`src/rtl/stream_vigenere_cipher_pkg.sv`:
```
// Shared constants, state encoding and ASCII helpers for the streaming Vigenere cipher.
package cipher_pkg;

  localparam logic [5:0] ALPHA_LEN = 6'd26;
  localparam logic [7:0] ASCII_A   = 8'h41;
  localparam logic [7:0] ASCII_Z   = 8'h5A;
  localparam logic [7:0] ASCII_a   = 8'h61;
  localparam logic [7:0] ASCII_z   = 8'h7A;

  typedef enum logic {
    IDLE = 1'b0,
    RUN  = 1'b1
  } cipher_state_e;

  function automatic logic is_upper(input logic [7:0] c);
    return (c >= ASCII_A) && (c <= ASCII_Z);
  endfunction

  function automatic logic is_lower(input logic [7:0] c);
    return (c >= ASCII_a) && (c <= ASCII_z);
  endfunction

  function automatic logic is_letter(input logic [7:0] c);
    return is_upper(c) || is_lower(c);
  endfunction

  // Shift 0..25 of a key letter, case-insensitive.
  function automatic logic [4:0] letter_shift(input logic [7:0] c);
    return 5'(c - (is_upper(c) ? ASCII_A : ASCII_a));
  endfunction

endpackage

```
`src/rtl/stream_vigenere_cipher_if.sv`:
```
// Byte stream with valid/ready handshake and an end-of-message marker.
interface stream_vigenere_cipher_if;

  logic       valid;
  logic       ready;
  logic [7:0] data;
  logic       last;

  modport master (output valid, output data, output last, input ready);
  modport slave  (input valid, input data, input last, output ready);

endinterface

```
`src/rtl/stream_vigenere_cipher_shift.sv`:
```
// Combinational Vigenere letter shifter; non-letters pass through untouched.
module vigenere_shift
  import cipher_pkg::*;
(
  input  logic [7:0] i_byte,
  input  logic [4:0] i_shift,
  input  logic       i_decrypt,
  output logic [7:0] o_byte,
  output logic       o_is_letter
);

  logic       w_upper;
  logic       w_lower;
  logic [7:0] w_base;
  logic [5:0] w_off;
  logic [5:0] w_k;
  logic [5:0] w_res;

  always_comb begin
    w_upper = is_upper(i_byte);
    w_lower = is_lower(i_byte);
    w_base  = w_upper ? ASCII_A : ASCII_a;
    w_off   = 6'(i_byte - w_base);
    w_k     = {1'b0, i_shift};
    // Both operands are below 26, so one conditional correction keeps the result in 0..25.
    if (i_decrypt) begin
      w_res = (w_off < w_k) ? (w_off + ALPHA_LEN - w_k) : (w_off - w_k);
    end else begin
      w_res = w_off + w_k;
      if (w_res >= ALPHA_LEN) begin
        w_res = w_res - ALPHA_LEN;
      end
    end
    o_is_letter = w_upper | w_lower;
    o_byte      = o_is_letter ? (w_base + {2'b00, w_res}) : i_byte;
  end

endmodule

```
`src/rtl/stream_vigenere_cipher.sv`:
```
// Streaming Vigenere encrypt/decrypt with a runtime-loadable key and a one-deep output register.
module stream_vigenere_cipher
  import cipher_pkg::*;
#(
  parameter int MAX_KEY_LEN = 16,
  parameter int KIDX_W      = $clog2(MAX_KEY_LEN + 1)
) (
  input  logic                  clk,
  input  logic                  rst_n,
  input  logic                  key_clear,
  input  logic                  key_wr_en,
  input  logic [7:0]            key_wr_data,
  output logic [KIDX_W-1:0]     key_len,
  output logic                  key_err,
  input  logic                  cfg_decrypt,
  stream_vigenere_cipher_if.slave  s,
  stream_vigenere_cipher_if.master m,
  output logic                  busy
);

  localparam int KADDR_W = (MAX_KEY_LEN > 1) ? $clog2(MAX_KEY_LEN) : 1;
  localparam logic [KIDX_W-1:0] KIDX_ONE = KIDX_W'(1);
  localparam logic [KIDX_W-1:0] KEY_FULL = KIDX_W'(MAX_KEY_LEN);

  cipher_state_e     r_state;
  cipher_state_e     w_next_state;
  logic [4:0]        r_key [MAX_KEY_LEN];
  logic [KIDX_W-1:0] r_key_len;
  logic [KIDX_W-1:0] r_kidx;
  logic [KIDX_W-1:0] w_kidx_next;
  logic              r_decrypt;
  logic              r_key_err;
  logic              r_m_valid;
  logic [7:0]        r_m_data;
  logic              r_m_last;

  logic              w_s_ready;
  logic              w_s_fire;
  logic              w_key_wr_req;
  logic              w_key_wr_ok;
  logic              w_key_wr_bad;
  logic              w_key_empty;
  logic [4:0]        w_shift;
  logic              w_decrypt;
  logic [7:0]        w_out_byte;
  logic              w_is_letter;

  assign w_s_ready = !r_m_valid || m.ready;
  assign w_s_fire  = s.valid && w_s_ready;

  // Key writes: a simultaneous clear silently drops the write.
  assign w_key_empty  = (r_key_len == '0);
  assign w_key_wr_req = key_wr_en && !key_clear;
  assign w_key_wr_ok  = w_key_wr_req && (r_state == IDLE) && (r_key_len != KEY_FULL)
                        && is_letter(key_wr_data);
  assign w_key_wr_bad = w_key_wr_req && !w_key_wr_ok;

  // The first beat of a message uses the live mode input; later beats use the latched copy.
  assign w_decrypt = (r_state == IDLE) ? cfg_decrypt : r_decrypt;
  assign w_shift   = w_key_empty ? 5'd0 : r_key[r_kidx[KADDR_W-1:0]];

  vigenere_shift u_shift (
    .i_byte      (s.data),
    .i_shift     (w_shift),
    .i_decrypt   (w_decrypt),
    .o_byte      (w_out_byte),
    .o_is_letter (w_is_letter)
  );

  // NOTE: sequential state uses non-blocking assignments so every flop samples pre-edge values.
  always_ff @(posedge clk or negedge rst_n) begin
    if (!rst_n) begin
      r_state <= IDLE;
    end else begin
      r_state <= w_next_state;
    end
  end

  // NOTE: default assignment first so no path through the block leaves a latch behind.
  always_comb begin
    w_next_state = r_state;
    case (r_state)
      IDLE: if (w_s_fire && !s.last) w_next_state = RUN;
      RUN:  if (w_s_fire && s.last)  w_next_state = IDLE;
      default: w_next_state = IDLE;
    endcase
  end

  always_comb begin
    busy = (r_state == RUN);
  end

  // NOTE: key RAM is left unreset; key_len gates every read, so stale letters are never used.
  always_ff @(posedge clk) begin
    if (w_key_wr_ok) begin
      r_key[r_key_len[KADDR_W-1:0]] <= letter_shift(key_wr_data);
    end
  end

  always_ff @(posedge clk or negedge rst_n) begin
    if (!rst_n) begin
      r_key_len <= '0;
      r_key_err <= 1'b0;
    end else begin
      r_key_err <= w_key_wr_bad;
      if (key_clear && (r_state == IDLE)) begin
        r_key_len <= '0;
      end else if (w_key_wr_ok) begin
        r_key_len <= r_key_len + KIDX_ONE;
      end
    end
  end

  always_comb begin
    w_kidx_next = r_kidx;
    if (w_s_fire) begin
      if (s.last) begin
        w_kidx_next = '0;
      end else if (w_is_letter && !w_key_empty) begin
        w_kidx_next = (r_kidx == r_key_len - KIDX_ONE) ? '0 : r_kidx + KIDX_ONE;
      end
    end
  end

  always_ff @(posedge clk or negedge rst_n) begin
    if (!rst_n) begin
      r_kidx    <= '0;
      r_decrypt <= 1'b0;
    end else begin
      r_kidx <= w_kidx_next;
      if (w_s_fire && (r_state == IDLE)) begin
        r_decrypt <= cfg_decrypt;
      end
    end
  end

  always_ff @(posedge clk or negedge rst_n) begin
    if (!rst_n) begin
      r_m_valid <= 1'b0;
      r_m_data  <= 8'h00;
      r_m_last  <= 1'b0;
    end else if (w_s_fire) begin
      r_m_valid <= 1'b1;
      r_m_data  <= w_out_byte;
      r_m_last  <= s.last;
    end else if (m.ready) begin
      r_m_valid <= 1'b0;
    end
  end

  assign s.ready = w_s_ready;
  assign m.valid = r_m_valid;
  assign m.data  = r_m_data;
  assign m.last  = r_m_last;
  assign key_len = r_key_len;
  assign key_err = r_key_err;

endmodule

```
`src/flat_wrapper.sv`:
```
// flat-port wrapper written by rule: the top's interface ports become plain ports
module stream_vigenere_cipher_flat import cipher_pkg::*;
#(
  parameter int MAX_KEY_LEN = 16,
  parameter int KIDX_W      = $clog2(MAX_KEY_LEN + 1)
)
  (clk, rst_n, key_clear, key_wr_en, key_wr_data, key_len, key_err, cfg_decrypt, busy, s_valid, s_data, s_last, s_ready, m_valid, m_data, m_last, m_ready);
  stream_vigenere_cipher_if s_i ();
  stream_vigenere_cipher_if m_i ();
  input  logic clk;
  input  logic rst_n;
  input  logic key_clear;
  input  logic key_wr_en;
  input  logic [7:0] key_wr_data;
  output logic [KIDX_W-1:0] key_len;
  output logic key_err;
  input  logic cfg_decrypt;
  output logic busy;
  input wire logic [$bits(s_i.valid)-1:0] s_valid;
  input wire logic [$bits(s_i.data)-1:0] s_data;
  input wire logic [$bits(s_i.last)-1:0] s_last;
  output wire logic [$bits(s_i.ready)-1:0] s_ready;
  output wire logic [$bits(m_i.valid)-1:0] m_valid;
  output wire logic [$bits(m_i.data)-1:0] m_data;
  output wire logic [$bits(m_i.last)-1:0] m_last;
  input wire logic [$bits(m_i.ready)-1:0] m_ready;
  assign s_i.valid = s_valid;
  assign s_i.data = s_data;
  assign s_i.last = s_last;
  assign s_ready = s_i.ready;
  assign m_valid = m_i.valid;
  assign m_data = m_i.data;
  assign m_last = m_i.last;
  assign m_i.ready = m_ready;
  stream_vigenere_cipher #(.MAX_KEY_LEN(MAX_KEY_LEN), .KIDX_W(KIDX_W)) u_core (.clk(clk), .rst_n(rst_n), .key_clear(key_clear), .key_wr_en(key_wr_en), .key_wr_data(key_wr_data), .key_len(key_len), .key_err(key_err), .cfg_decrypt(cfg_decrypt), .s(s_i), .m(m_i), .busy(busy));
endmodule
```
`config.mk`:
```
export PLATFORM = sky130hd
export DESIGN_NAME = stream_vigenere_cipher_flat
export DESIGN_NICKNAME = d
export VERILOG_FILES = /design/src/rtl/stream_vigenere_cipher_pkg.sv /design/src/rtl/stream_vigenere_cipher_if.sv /design/src/rtl/stream_vigenere_cipher_shift.sv /design/src/rtl/stream_vigenere_cipher.sv /design/src/flat_wrapper.sv
export SDC_FILE = /design/constraint.sdc
export NUM_CORES = 1
export LEC_CHECK = 0
export ABC_AREA = 1
export BUFFER_PORTS_ARGS = -buffer_cell sky130_fd_sc_hd__buf_4
export CAP_MARGIN = 40
export CORE_MARGIN = 2
export CORE_UTILIZATION = 55
export DETAILED_ROUTE_END_ITERATION = 12
export PLACE_DENSITY = 0.74
export SLEW_MARGIN = 15
export SYNTH_ARGS = -nofsm -noshare
export SYNTH_HDL_FRONTEND = slang
export SYNTH_SLANG_ARGS = --single-unit
export TNS_END_PERCENT = 1
```
`constraint.sdc`:
```
create_clock -name clk -period 6.9 [get_ports clk]
set_input_delay 0.69 -clock clk [delete_from_list [all_inputs] [get_ports clk]]
set_output_delay 0.69 -clock clk [all_outputs]
set_load 0.03 [all_outputs]
```
==> summary by stage, run 1 <==
Hold path
The path class of the tightest hold or removal check is in2async.

Clock network
The number of hold buffers added after CTS was 0. Clock tree synthesis selected as its root buffer the cell sky130_fd_sc_hd__clkbuf_8. The clock sink total is 103. TritonCTS created 9 clock buffers. In this run the deepest clock path goes through 2 buffers.

The clock-pin transition on the worst setup and hold timing paths is 0.10 ns. Once the clock tree was built, the setup fixing pass inserted 0 buffers. TritonCTS built the clock tree. The number of resized instances in the post-cts repair step is 0. For the worst-skew pair, the clock arrives at the later sink with an insertion delay of 0.38 ns. The maximum level of the CTS H-tree is 3.

Detailed routing
The detail-routed net length per standard cell is 17.19 µm. The routed wire length is 13.90 mm. The count of TritonRoute iterations in the first routing pass is 6. The count of antenna-violating nets left after detailed routing is 0.

The residual DRC count is 0. After the first detailed-routing iteration, the DRC count stood at 504. The number of vias per cell after detailed routing is 5.810.

The vias after detailed routing is 4,700.

Power
In this run switching power makes up 36.27% of total power. Internal power comes to 1.105 mW. The share of total power in combinational logic is 33.2%. The power density of the placed cells is 263.2 nW/µm². The power share of the clock group is 24.6%. In this run the static leakage power is 2.726 nW. The worst-case IR drop observed on VDD is 0.0002089 V. The net switching power of the design is 628.9 µW. Sequential cells account for 42.2% of the total power.

Critical path
Of all nets on the critical path, the largest fanout is 24. STA classifies the critical path endpoint as a register. The total buffers and inverters traversed by the critical path is 4.

STA classifies the critical path startpoint as a register. The critical path starts at u_core.r_kidx[1]. The end point of the critical path is u_core.m.data[5]. The setup slack of the worst register-to-register path is 1.82 ns. The worst register-to-register path begins at u_core.r_kidx[1]. In this design, the critical path's most frequently occurring cell is sky130_fd_sc_hd__inv_1.

The worst-case reg-to-reg path depth is 23. The slowest stage of the critical path is the sky130_fd_sc_hd__dfrtp_1 cell. The delay of the slowest cell on the worst path is 0.69 ns. The category of the most critical setup path is reg2reg. Data arrives at the worst endpoint at 5.39 ns. The path length in cells of the critical path is 23.

Broken down by cell family, the worst path's largest delay share belongs to compound AO/OA/AOI/OAI gates. At the worst endpoint, the required time is 7.21 ns. Walking the worst path, the cells encountered are inv_1 > o21ai_0 > o22ai_1 > nor2_1 > nor2_1 > o21ai_0 > a21oi_1 > inv_1 > fa_1 > o31ai_2 > xor2_1 > nand2_2 > nand3_2 > nand3_1 > o211ai_1 > o21ai_0 > inv_1 > ha_1 > inv_1 > nand3_1 > nand3_1 > nand2_1 > nand2_1. The capturing point of the worst reg2reg path is u_core.m.data[5].

GRT
The total grt overflow is 0. The number of global-route vias before repair came to 4,521. The number of antenna violations at the first check in global routing is 0. The first global-routing pass estimated 22.34 mm of wire.

Entering global routing, the biggest net connects 44 pins. For this run, the total global-route usage over all layers was measured as 25.03%.

Outcome
The run finished with clean final reports.

Synth
The sequential cell area fraction in the yosys report is 50.33%. Counting flops and latches in the post-synthesis netlist gives 103. By area the synthesized netlist is led by sky130_fd_sc_hd__edfxtp_1 (41%), sky130_fd_sc_hd__dfrtp_1 (9.7%), sky130_fd_sc_hd__ha_1 (6.8%). The distinct cell type count after synthesis is 45. Synthesis produced 632 cells. The commonest cells after synthesis are sky130_fd_sc_hd__nor2_1 (90), sky130_fd_sc_hd__nand2_1 (82), sky130_fd_sc_hd__edfxtp_1 (80). In the synthesized netlist the async set-or-reset flop fraction comes to 22.33%. The biggest area consumer among synthesized cells is sky130_fd_sc_hd__edfxtp_1.

The total nets after synthesis is 692. The number of warnings reported in the yosys synthesis log is 0. The mean area per synthesized cell is 9.362 µm².

The post-synthesis instance area is 5917 µm². The synthesized design contains 80 enable-type register cells. Summed over its instances, the top area cell type makes up 40.60% of the synthesized netlist area. The most common cell in the synthesized netlist is sky130_fd_sc_hd__nor2_1. The most used flip-flop cell after synthesis is sky130_fd_sc_hd__edfxtp_1.

STA
For this run, the top clock speed supported by timing is 196.8 MHz. The part of the cycle the worst path needs is 73.65%. The smallest clock period supported by the final layout is computed as 5.082 ns. Adding up every negative setup slack in the final design gives 0 ns. Setup repair after global routing left no endpoint under its margin. The final clock skew is 0.01662 ns. The tightest hold path in the finished design has a slack of 0.1867 ns. The transition at the pin with the smallest max-transition slack is 0.8300 ns. The count of endpoints failing hold in the final timing report was 0. The max-slew headroom at the worst pin is 44.24%. The final setup slack of the worst path is 1.818 ns. The number of max-slew violations in the final report is 0.

The count of final setup violators is 0.

Floorplanning
The die covers 11,600 µm². The number of placement rows is 37. During I/O placement, the number of pins put on the boundary was 42.

The initial utilization of the core area, before any placement, comes to 57.06%. After floorplanning, the core was sized to cover 10,370 µm². From bottom edge to top edge, the die measures 107.7 µm. Measured along the x axis, the die boundary spans 107.7 µm.

Finish
The count of inserted antenna diode cells is 0. After the flow finishes, the layout carries non-filler instances totaling 809. From synthesis to final layout, the design area changed by 11.36%. Counting the fill cells in the layout gives 839. The post-route netlist has 15.45% of its cells at a drive strength greater than 1.

The area occupied by multi-input gates is 2585 µm². Registers take 2978 µm². The count of nets after finishing is 728. Measured on the finished design, the core utilization comes to 63.54%.

Placement
The placed wire-length estimate after detailed placement is 10.01 mm. The count of buffers added on input and output ports is 41. Including well taps, the total number of placed cells is 793. The worst-case setup slack after placement is 1.985 ns.

At the end of routability-driven placement, the weighted congestion stood at 0.9378.

Run
Max-cap violations in this run came to 0.
-- cells by family (layout without fill, tap and decap cells) --
kind of cell | after synthesis | count (layout) | synth area share (%)
adder cells (fa/ha/maj) | 36 | 36 | 8.120
XOR/XNOR | 21 | 21 | 3.109
AND/OR/NAND/NOR | 255 | 255 | 19.73
buffers and inverters | 91 | 132 | 5.984
AO/OA/AOI/OAI | 126 | 126 | 12.73
flip-flops | 103 | 103 | 50.33
-- layer usage --
metal / wire [µm] / GRT usage (%) / vias to the layer above
met5: 0 / 0 / -
met4: 291 / 9.066 / 0
met3: 852 / 3.632 / 31
met2: 6890 / 42.23 / 210
met1: 5868 / 32.96 / 2224
li1: - / - / 2235
-- per-stage QoR --
step / power (mW) / instance area (µm²)
floorplan: 1.148 / 5917
global placement: 1.287 / 6334
detailed placement: 1.308 / 6361
CTS: 1.724 / 6589
global route: 1.825 / 6589
finish: 1.734 / 6589
-- how the worst min path moves through the flow --
| stage | from | end | slack [ns] |
|---|---|---|---|
| finish | rst_n | u_core.r_kidx[3] | 0.19 |
| detailed placement | u_core.m.data[3] | u_core.m.data[3] | 0.47 |
| global route | rst_n | u_core.r_kidx[3] | 0.20 |
| CTS | rst_n | u_core.r_kidx[3] | 0.20 |
| floorplan | rst_n | async pin | 0.39 |
| global placement | u_core.m.data[4] | u_core.m.data[4] | 0.47 |
-- worst reg2reg max path: stages, from the launching register on --
cell and delay (ns):
sky130_fd_sc_hd__dfrtp_1 0.69, sky130_fd_sc_hd__inv_1 0.67, sky130_fd_sc_hd__o21ai_0 0.21, sky130_fd_sc_hd__o22ai_1 0.15
sky130_fd_sc_hd__nor2_1 0.06, sky130_fd_sc_hd__nor2_1 0.09, sky130_fd_sc_hd__o21ai_0 0.15, sky130_fd_sc_hd__a21oi_1 0.41
sky130_fd_sc_hd__inv_1 0.16, sky130_fd_sc_hd__fa_1 0.52, sky130_fd_sc_hd__o31ai_2 0.29, sky130_fd_sc_hd__xor2_1 0.33
sky130_fd_sc_hd__nand2_2 0.16, sky130_fd_sc_hd__nand3_2 0.14, sky130_fd_sc_hd__nand3_1 0.08, sky130_fd_sc_hd__o211ai_1 0.09
sky130_fd_sc_hd__o21ai_0 0.13, sky130_fd_sc_hd__inv_1 0.08, sky130_fd_sc_hd__ha_1 0.25, sky130_fd_sc_hd__inv_1 0.08
sky130_fd_sc_hd__nand3_1 0.08, sky130_fd_sc_hd__nand3_1 0.09, sky130_fd_sc_hd__nand2_1 0.07, sky130_fd_sc_hd__nand2_1 0.07
-- cells in the final DEF, fill, tap and decap left out, types with 13 or more instances in the layout --
master / count
sky130_fd_sc_hd__a21oi_1: 20
sky130_fd_sc_hd__buf_4: 45
sky130_fd_sc_hd__dfrtp_1: 23
sky130_fd_sc_hd__edfxtp_1: 80
sky130_fd_sc_hd__ha_1: 32
sky130_fd_sc_hd__inv_1: 58
sky130_fd_sc_hd__nand2_1: 82
sky130_fd_sc_hd__nand2_2: 13
sky130_fd_sc_hd__nand3_1: 42
sky130_fd_sc_hd__nor2_1: 90
sky130_fd_sc_hd__o21ai_0: 61
sky130_fd_sc_hd__xor2_1: 13
-- power groups by stage --
stage	Sequential [mW]	Combinational, mW	Clock [mW]
after floorplan	0.754	0.394	0
after global placement	0.743	0.545	0
after detailed placement	0.743	0.565	0
after CTS	0.729	0.570	0.426
after global routing	0.734	0.636	0.455
final	0.731	0.576	0.427
-- area by class of cell --
type,count,area share [%]
flip-flops and latches,103,45.20
multi-input cells,438,39.23
repair buffers,46,5.545
inverters,70,3.988
well taps,136,2.583
clock buffers,9,1.880
clock inverters,7,1.576
-- flip-flops by register name, summed over array words and instances (netlist names), named ones only --
| register | cells |
|---|---|
| u_core.m.valid | 1 |
| u_core.key_err | 1 |
| u_core.r_kidx | 5 |
| u_core.r_decrypt | 1 |
| u_core.key_len | 5 |
| u_core.m.last | 1 |
| u_core.m.data | 8 |
| u_core.r_key | 80 |
No activity file was read; power rests on OpenSTA's default activity.
==> run 2: changes to the inputs <==
--- a/config.mk
+++ b/config.mk
@@ -5,7 +5,7 @@
 export SDC_FILE = /design/constraint.sdc
 export NUM_CORES = 1
 export LEC_CHECK = 0
-export ABC_AREA = 1
+export ABC_AREA = 0
 export BUFFER_PORTS_ARGS = -buffer_cell sky130_fd_sc_hd__buf_4
 export CAP_MARGIN = 40
 export CORE_MARGIN = 2
==> constraint.sdc (replaced) <==
create_clock -name clk -period 5.2 [get_ports clk]
set_input_delay 0.52 -clock clk [delete_from_list [all_inputs] [get_ports clk]]
set_output_delay 0.52 -clock clk [all_outputs]
set_load 0.03 [all_outputs]
==> run 2 against run 1 <==
Cell area is 2.7% lower; power rose by 21%; critical path depth fell by 5; non-clock buffer count increased by 2; maximum frequency up 5.8%; clock skew is 0.0083 ns higher; core utilization decreased by 0.86 points; count of clock-buffer cells in the layout unchanged; sequential power increased by 30%; first-iteration DRC count shrank 37%; synthesized cell count fell by 28%; critical endpoint unchanged; largest cell class unchanged.
==> summary by stage, run 2 <==
Floorplanning
The number of placement rows is 37. For this configuration, the core starts out at a cell density of 55.93%. The top-level port count is 42. After floorplanning, the core was sized to cover 10,230 µm². The die footprint is 11,230 µm². From bottom edge to top edge, the die measures 106.0 µm.

Measured along the x axis, the die boundary spans 106.0 µm.

Placement
At the end of routability-driven placement, the weighted congestion stood at 0.8270. The worst-case setup slack after placement is 0.4658 ns. After detailed placement, the total cell area comes to 6195 µm². The port buffer count is 41. Detailed placement finished with a half-perimeter wire length of 8.899 mm.

Critical path
The category of the most critical setup path is reg2reg. The capturing element type of the critical path is a register. In this run the critical register-to-register path is captured at u_core.m.data[5]. The startpoint identified for the worst register-to-register timing path is u_core.r_kidx[0]. The worst path required time is 5.48 ns. The data arrival time of the critical path is 5.09 ns. The worst register-to-register path has a depth of 18. The maximum fanout encountered on the critical timing path is 25. The worst register-to-register path has a setup slack of 0.40 ns. The kind of launch point of the worst setup path is a register.

STA
Setup violations remaining at the end of the flow were counted as 0. At the pin with the least slew margin, the transition time is 0.7771 ns. The post-route minimum period is 4.803 ns. The setup TNS after final layout is 0 ns.

In the post-route analysis, the smallest setup slack over all paths is 0.3972 ns. The fmax is 208.2 MHz. Of the available clock period, the critical path in the final layout requires 92.36%. The number of max-slew violations in the final report came to 0. The final clock skew is 0.02494 ns.

Measured against its own limit, the worst slew margin works out to 47.79%. The count of endpoints failing hold in the final timing report is 0. Setup repair after global routing left no endpoint under its margin.

Synth
The dominant combinational cell family by area after synthesis is simple AND/OR/NAND/NOR gates. Summing the areas of all compound-gate instances in the mapped netlist gives 8.922% of the synthesized area. Yosys printed 0 warnings. The biggest area contributor in the post-synthesis netlist is sky130_fd_sc_hd__edfxtp_1.

Synthesis instantiated 63 different standard cells from the library. The number of flops mapped to enable cells by yosys is 80. The synthesized netlist devotes 11.35% of its cell area to simple gates.

Sequential elements use 52.04% of the synthesized area. After Yosys synthesis, full adders, half adders and majority gates account for 8.397% of the synthesized area. The synthesized design contains 103 register bits. Ranked by instance count, the synthesized netlist is headed by sky130_fd_sc_hd__edfxtp_1 (80), sky130_fd_sc_hd__nor2_1 (37), sky130_fd_sc_hd__nand2_1 (35). The post-synthesis instance area is 5722 µm².

The xor/xnor share of the synthesized area is 5.161%. After synthesis, the share of flip-flops with an asynchronous set or reset is 22.33%. By area the synthesized netlist is led by sky130_fd_sc_hd__edfxtp_1 (42%), sky130_fd_sc_hd__dfrtp_1 (10%), sky130_fd_sc_hd__mux4_2 (8.3%). In the synthesized netlist, the number of instances is 453.

In the synthesized netlist, mux cells make up 11.20% of the area. After synthesis, the largest area contributor takes up 41.99% of total cell area. The total nets after synthesis is 513. The most used standard cell by instance count after synthesis is sky130_fd_sc_hd__edfxtp_1.

For this run, the leading register cell type out of synthesis is sky130_fd_sc_hd__edfxtp_1. Each instance of the synthesized netlist takes up on average 12.63 µm².

Finish
The repair_antennas step left the layout with diodes totalling 0. The layout cell share with drive strength beyond 1 is 21.91%. The flip-flop count of the largest register after layout is 80. The layout has 787 filler cells.

The most common cell after layout, fill and taps aside is sky130_fd_sc_hd__edfxtp_1. Summing all multi-input logic gate instances after layout gives 2576 µm². The top cell types in the final layout, fill and taps aside, are sky130_fd_sc_hd__edfxtp_1 (80), sky130_fd_sc_hd__buf_4 (47), sky130_fd_sc_hd__nor2_1 (37).

The register area is 2978 µm². After routing the design area is 6412 µm². From synthesis to final layout, the design area changed by 12.07%.

After the last flow step, the layout net total stands at 557.

Power
VDD sags by at most 0.0002545 V. The leakage power summed over all cells is 2.474 nW. The power density of the placed cells is 326.7 nW/µm². Overall power consumption after layout is estimated at 2.095 mW.

GRT
The global router's overall resource usage is 22.19%. For met1 alone, demand over resource in global routing was 27.82%. For this run the aggregate overflow at the end of global routing stands at 0.

The first global-routing pass estimated 18.96 mm of wire. The largest net degree at the start of global routing is 26. The number of antenna violations at the first check in global routing came to 0. For this run, global-route usage on met2 was measured as 38.02%.

The number of global-route vias before repair was 3,786. The met3 track demand over resource is 4.169%. met2 is the most crowded layer.

Clock network
The number of resized instances in the post-cts repair step is 0. The root buffer cell chosen for the clock tree is sky130_fd_sc_hd__clkbuf_8. The post-CTS setup buffer count is 0.

After clock tree synthesis, the clock-pin slew on the worst setup and hold paths is 0.12 ns. The hold buffer count at CTS is 0. The source-to-sink clock delay at the later pin of the worst-skew pair is 0.38 ns. Counting every sink on the clock net gives 103. The maximum level of the CTS H-tree is 3. The number of buffers created by CTS is 9. The longest clock path from root to sink contains 2 buffers.

The clock tree from TritonCTS is done.

Detailed routing
For this run, design rule violations remaining after detail routing come to 0. Using the TritonRoute via totals, the vias-per-cell ratio works out to 5.746. The routed wire length is 11.59 mm. The vias after detailed routing is 3,666. The first routing iteration left 319 violations. The first detailed-routing pass ran for 4 iterations. The count of antenna-violating nets left after detailed routing is 0.

The detail-routed net length per standard cell is 18.16 µm.

Hold path
The min-delay analysis places its worst path in the category in2async.

Run
The tool flagged a number of max-cap violations equal to 0.

Outcome
The run finished with clean final reports.
## run 2: changes by cell type after synthesis, sizes merged, moves of 11 or more
cell | before | now
inv | 68 | 26
nand2 | 98 | 35
o221ai | 12 | 0
nand3 | 47 | 6
nand2b | 0 | 11
mux4 | 0 | 21
nor2 | 94 | 37
o21ai | 69 | 17
## run 2: worst max-delay path: stages, from the launching register on
cell and delay, ns:
sky130_fd_sc_hd__dfrtp_1 0.38, sky130_fd_sc_hd__buf_12 0.22, sky130_fd_sc_hd__mux4_2 0.54, sky130_fd_sc_hd__mux2_2 0.27
sky130_fd_sc_hd__o211a_1 0.29, sky130_fd_sc_hd__ha_1 0.36, sky130_fd_sc_hd__ha_1 0.24, sky130_fd_sc_hd__fa_1 0.40
sky130_fd_sc_hd__a21o_1 0.18, sky130_fd_sc_hd__a21oi_1 0.18, sky130_fd_sc_hd__xor2_1 0.19, sky130_fd_sc_hd__nor4_1 0.07
sky130_fd_sc_hd__a221oi_1 0.25, sky130_fd_sc_hd__a21oi_1 0.11, sky130_fd_sc_hd__ha_1 0.34, sky130_fd_sc_hd__and2_1 0.16
sky130_fd_sc_hd__a222oi_1 0.28, sky130_fd_sc_hd__o21a_1 0.19, sky130_fd_sc_hd__nand2_1 0.05
## run 2: logic make-up after synthesis
group | Yosys count
and+or+nand+nor | 131
DFF | 103
AOI/OAI and AO/OA | 73
buffers and inverters | 41
muxes | 37
adders and majority gates | 36
xor gates and xnor gates | 32
## run 2: layer usage
metal  vias to the layer above  share of wire (%)  routed length (µm)
met5                         -                  0                   0
met3                        24                3.7                 429
met2                        76                 52                6069
li1                       1759                  -                   -
met1                      1807                 41                4808
met4                         0                2.4                 279
## run 2: per-stage QoR
stage	cells	util, %	hold slack (ns)
finish	638	62.68	0.007613
global route	638	62.68	0.01467
CTS	638	62.68	0.004351
detailed placement	622	60.55	0.4327
global placement	619	60.33	0.4303
floorplan	453	-	0.2244
## run 2: how the worst max path moves through the flow
stage,startpoint,to,slack (ns),cells past startpoint
after global routing,u_core.r_kidx[0],u_core.m.data[5],0.08,19
after CTS,u_core.r_kidx[0],u_core.m.data[5],0.46,18
final,u_core.r_kidx[0],u_core.m.data[5],0.40,18
after floorplan,u_core.r_kidx[0],u_core.m.data[5],0.20,19
after global placement,u_core.r_kidx[0],u_core.m.data[5],0.61,18
after detailed placement,u_core.r_kidx[0],u_core.m.data[5],0.47,18
## run 2: where the power goes
group          internal [mW]  leakage [nW]  switching (mW)  total [mW]
clock network          0.197         0.107           0.314       0.511
logic                  0.288          1.36           0.350       0.637
registers              0.920          1.00          0.0272       0.947
## run 2: final cells by class
type | instances | share of cell area (%)
clock inverter | 7 | 1.463
tap | 136 | 2.654
multi-input combinational | 309 | 40.18
clock buffer | 9 | 1.932
sequential | 103 | 46.44
timing repair buffer | 48 | 5.815
inverter | 26 | 1.522
==> run 3: changes to the inputs <==
--- a/config.mk
+++ b/config.mk
@@ -5,10 +5,10 @@
 export SDC_FILE = /design/constraint.sdc
 export NUM_CORES = 1
 export LEC_CHECK = 0
-export ABC_AREA = 0
+export ABC_AREA = 1
 export BUFFER_PORTS_ARGS = -buffer_cell sky130_fd_sc_hd__buf_4
 export CAP_MARGIN = 40
-export CORE_MARGIN = 2
+export CORE_MARGIN = 3
 export CORE_UTILIZATION = 55
 export DETAILED_ROUTE_END_ITERATION = 12
 export PLACE_DENSITY = 0.74
==> run 3 against run 2 <==
Sequential power grew 0.7%; clock skew shrank 0.014 ns; worst setup slack gained 0.27 ns; hold slack gained 0.024 ns; register-to-register slack better by 0.27 ns; clock power grew 9.2%; critical path type unchanged; critical path depth rose by 5; count of clock-buffer cells in the layout did not move.
==> summary by stage, run 3 (same netlist as run 1, synthesis figures left out) <==
Outcome
The run finished with clean final reports.

Clock network
The clock tree synthesis step divided the H-tree into 3 levels. The maximum count of clock buffers along a single path is 2. The post-CTS setup buffer count is 0.

The later pin in the worst-skew pair is clocked with a latency of 0.37 ns. The number of resized instances in the post-cts repair step is 0. The clock tree from TritonCTS is done. The hold buffer count at CTS is 0. TritonCTS created 9 clock buffers. CTS saw 103 sinks. The root cell of the clock tree is sky130_fd_sc_hd__clkbuf_8. The clock-pin transition on the worst setup and hold timing paths is 0.10 ns.

STA
The transition at the pin with the smallest max-transition slack is 0.7974 ns. Measured against its own limit, the worst slew margin works out to 46.48%. The part of the cycle the worst path needs is 87.07%. For this run, the top clock speed supported by timing is 220.9 MHz.

Setup repair after global routing left no endpoint under its margin. The clock arrives with 0.01142 ns of skew. The number of max-slew violations in the final report was 0. For the final routed database, the setup TNS stands at 0 ns. Subtracting the final worst setup slack from the clock period gives 4.528 ns. The final setup slack of the worst path is 0.6722 ns. The count of final setup violators is 0. The count of endpoints failing hold in the final timing report was 0.

GRT
The first global-routing pass estimated 22.16 mm of wire. The number of global-route vias before repair is 4,537. The largest net degree at the start of global routing is 44. The number of antenna violations at the first check in global routing is 0. Global routing used 24.12% of the available tracks.

Summed over all layers, the global routing overflow is 0.

Finish
The count of nets after finishing is 730. The top cell types in the final layout, fill and taps aside, are sky130_fd_sc_hd__nor2_1 (90), sky130_fd_sc_hd__nand2_1 (82), sky130_fd_sc_hd__edfxtp_1 (80). Of the cells placed in the final design, the portion with a size suffix greater than 1 is 15.56%.

The count of inserted antenna diode cells is 0. The layout-stage area growth over the synthesis result is 11.25%. The most common cell after layout, fill and taps aside is sky130_fd_sc_hd__nor2_1. The register with the most flip-flops in the layout has 80 of them.

Critical path
Traced cell by cell, the critical path runs through inv_1 > o21ai_0 > o22ai_1 > nor2_1 > nor2_1 > o21ai_0 > a21oi_1 > ha_1 > inv_1 > fa_1 > o31ai_2 > xor2_1 > nand2_2 > nand3_2 > nand2_1 > nand3_1 > nand2_1 > ha_1 > nand2_1 > inv_2 > o21ai_1 > o211ai_1 > nand2_1. The capturing point of the worst reg2reg path is u_core.m.data[2]. For flop-to-flop paths, the worst setup slack is 0.67 ns. By startpoint and endpoint, the worst setup path is classified as reg2reg.

Data arrives at the worst endpoint at 4.83 ns. Of all nets on the critical path, the largest fanout is 22. STA classifies the critical path startpoint as a register.

The cell that appears most often on the critical path is sky130_fd_sc_hd__nand2_1. Data on the critical path is required at its endpoint by 5.50 ns. STA classifies the critical path endpoint as a register. The worst register-to-register path has a depth of 23. The slowest stage cell on the critical path is sky130_fd_sc_hd__inv_1.

The delay of the slowest cell on the worst path is 0.45 ns. The beginning of the worst register-to-register path is u_core.r_kidx[1].

Detailed routing
In the routed layout, each cell is associated on average with a via count of 5.732. The count of TritonRoute iterations in the first routing pass is 5. The detail route stage leaves a number of antenna-violating nets equal to 0. After the first detailed-routing iteration, the DRC count stood at 473. The routed wire length is 13.78 mm. The residual DRC count is 0. The vias after detailed routing is 4,649.

In the final routed layout, each cell accounts on average for 17.00 µm.

Floorplanning
From bottom edge to top edge, the die measures 109.7 µm. The die footprint is 12,040 µm². Once the floorplan was initialized, standard cells occupied 56.80% of the core. In this run the horizontal extent of the chip is 109.7 µm. In this run the standard cell core region covers 10,420 µm². The number of placement rows is 37. In this run the count of I/O pins placed on the die edge is 42.

Power
Summed over all cells, the static leakage comes to 2.724 nW. VDD sags by at most 0.0002317 V. In this run the power density over the cells is 347.9 nW/µm².

Placement
The port buffer count is 41. The routability congestion estimate is 0.9184. After legalization and detailed placement, the total HPWL measured 10.02 mm. The worst-case setup slack after placement is 0.7591 ns.

Hold path
In this run the worst hold path is classified as in2async.

Run
The max-capacitance violation count is 0.
-- run 3: cell count changes in the layout (fill, tap and decap cells not counted), moves of 10 or more --
cell and delta:
sky130_fd_sc_hd__inv_1 +32, sky130_fd_sc_hd__inv_2 +10, sky130_fd_sc_hd__mux2i_1 -10, sky130_fd_sc_hd__mux4_2 -21, sky130_fd_sc_hd__nand2_1 +47, sky130_fd_sc_hd__nand2_2 +13, sky130_fd_sc_hd__nand2b_1 -11, sky130_fd_sc_hd__nand3_1 +36
sky130_fd_sc_hd__nor2_1 +53, sky130_fd_sc_hd__o21ai_0 +47, sky130_fd_sc_hd__o221ai_1 +12
-- run 3: cell type report --
cell class	count	area, µm²
Clock buffer	9	123.9
Fill cell	855	3834
Sequential cell	103	2978
Tap cell	136	170.2
Multi-Input combinational cell	438	2585
Clock inverter	7	98.84
Timing Repair Buffer	48	364.1
Inverter	70	262.8
-- run 3: worst max-delay path, delay by kind of cell (launching register included) --
| family | cells | cell delay [ns] |
|---|---|---|
| AOI/OAI and AO/OA | 7 | 1.29 |
| adders and majority gates | 3 | 0.95 |
| and+or+nand+nor | 9 | 0.93 |
| buffers and inverters | 3 | 0.58 |
| DFF | 1 | 0.40 |
| xor gates and xnor gates | 1 | 0.31 |
-- run 3: power by group --
group | internal [mW] | switching (mW) | total [mW] | leakage, nW
clock | 0.276 | 0.282 | 0.558 | 0.113
combinational | 0.263 | 0.515 | 0.778 | 1.60
sequential | 0.923 | 0.0302 | 0.954 | 1.01
total | 1.46 | 0.827 | 2.29 | 2.72
-- run 3: how the worst max path moves through the flow --
stage | start | end | slack, ns | depth (start not counted)
finish | u_core.r_kidx[1] | u_core.m.data[2] | 0.67 | 23
global route | u_core.r_kidx[1] | u_core.m.data[5] | 0.28 | 24
CTS | u_core.r_kidx[1] | u_core.m.data[2] | 0.74 | 23
detailed placement | u_core.r_kidx[1] | u_core.m.data[5] | 0.76 | 24
global placement | u_core.r_kidx[1] | u_core.m.data[5] | 0.90 | 24
floorplan | u_core.r_kidx[0] | u_core.m.data[5] | 1.41 | 25
-- run 3: per-layer routing --
| metal | GRT usage, % | vias up | routed length [µm] |
|---|---|---|---|
| li1 | - | 2245 | - |
| met5 | 0 | - | 0 |
| met4 | 10.60 | 0 | 367 |
| met2 | 38.88 | 173 | 6648 |
| met1 | 32.44 | 2200 | 6039 |
| met3 | 3.758 | 31 | 729 |
-- run 3: through the flow --
stage | total power [mW] | hold slack (ns) | cells | utilization, % | area (µm²)
after floorplan | 1.523 | 0.2244 | 632 | - | 5917
after global placement | 1.714 | 0.4368 | 794 | 60.95 | 6349
after detailed placement | 1.734 | 0.4373 | 795 | 61.06 | 6360
after CTS | 2.281 | 0.02685 | 811 | 63.20 | 6583
after global routing | 2.419 | 0.03817 | 811 | 63.20 | 6583
final | 2.290 | 0.03158 | 811 | 63.20 | 6583
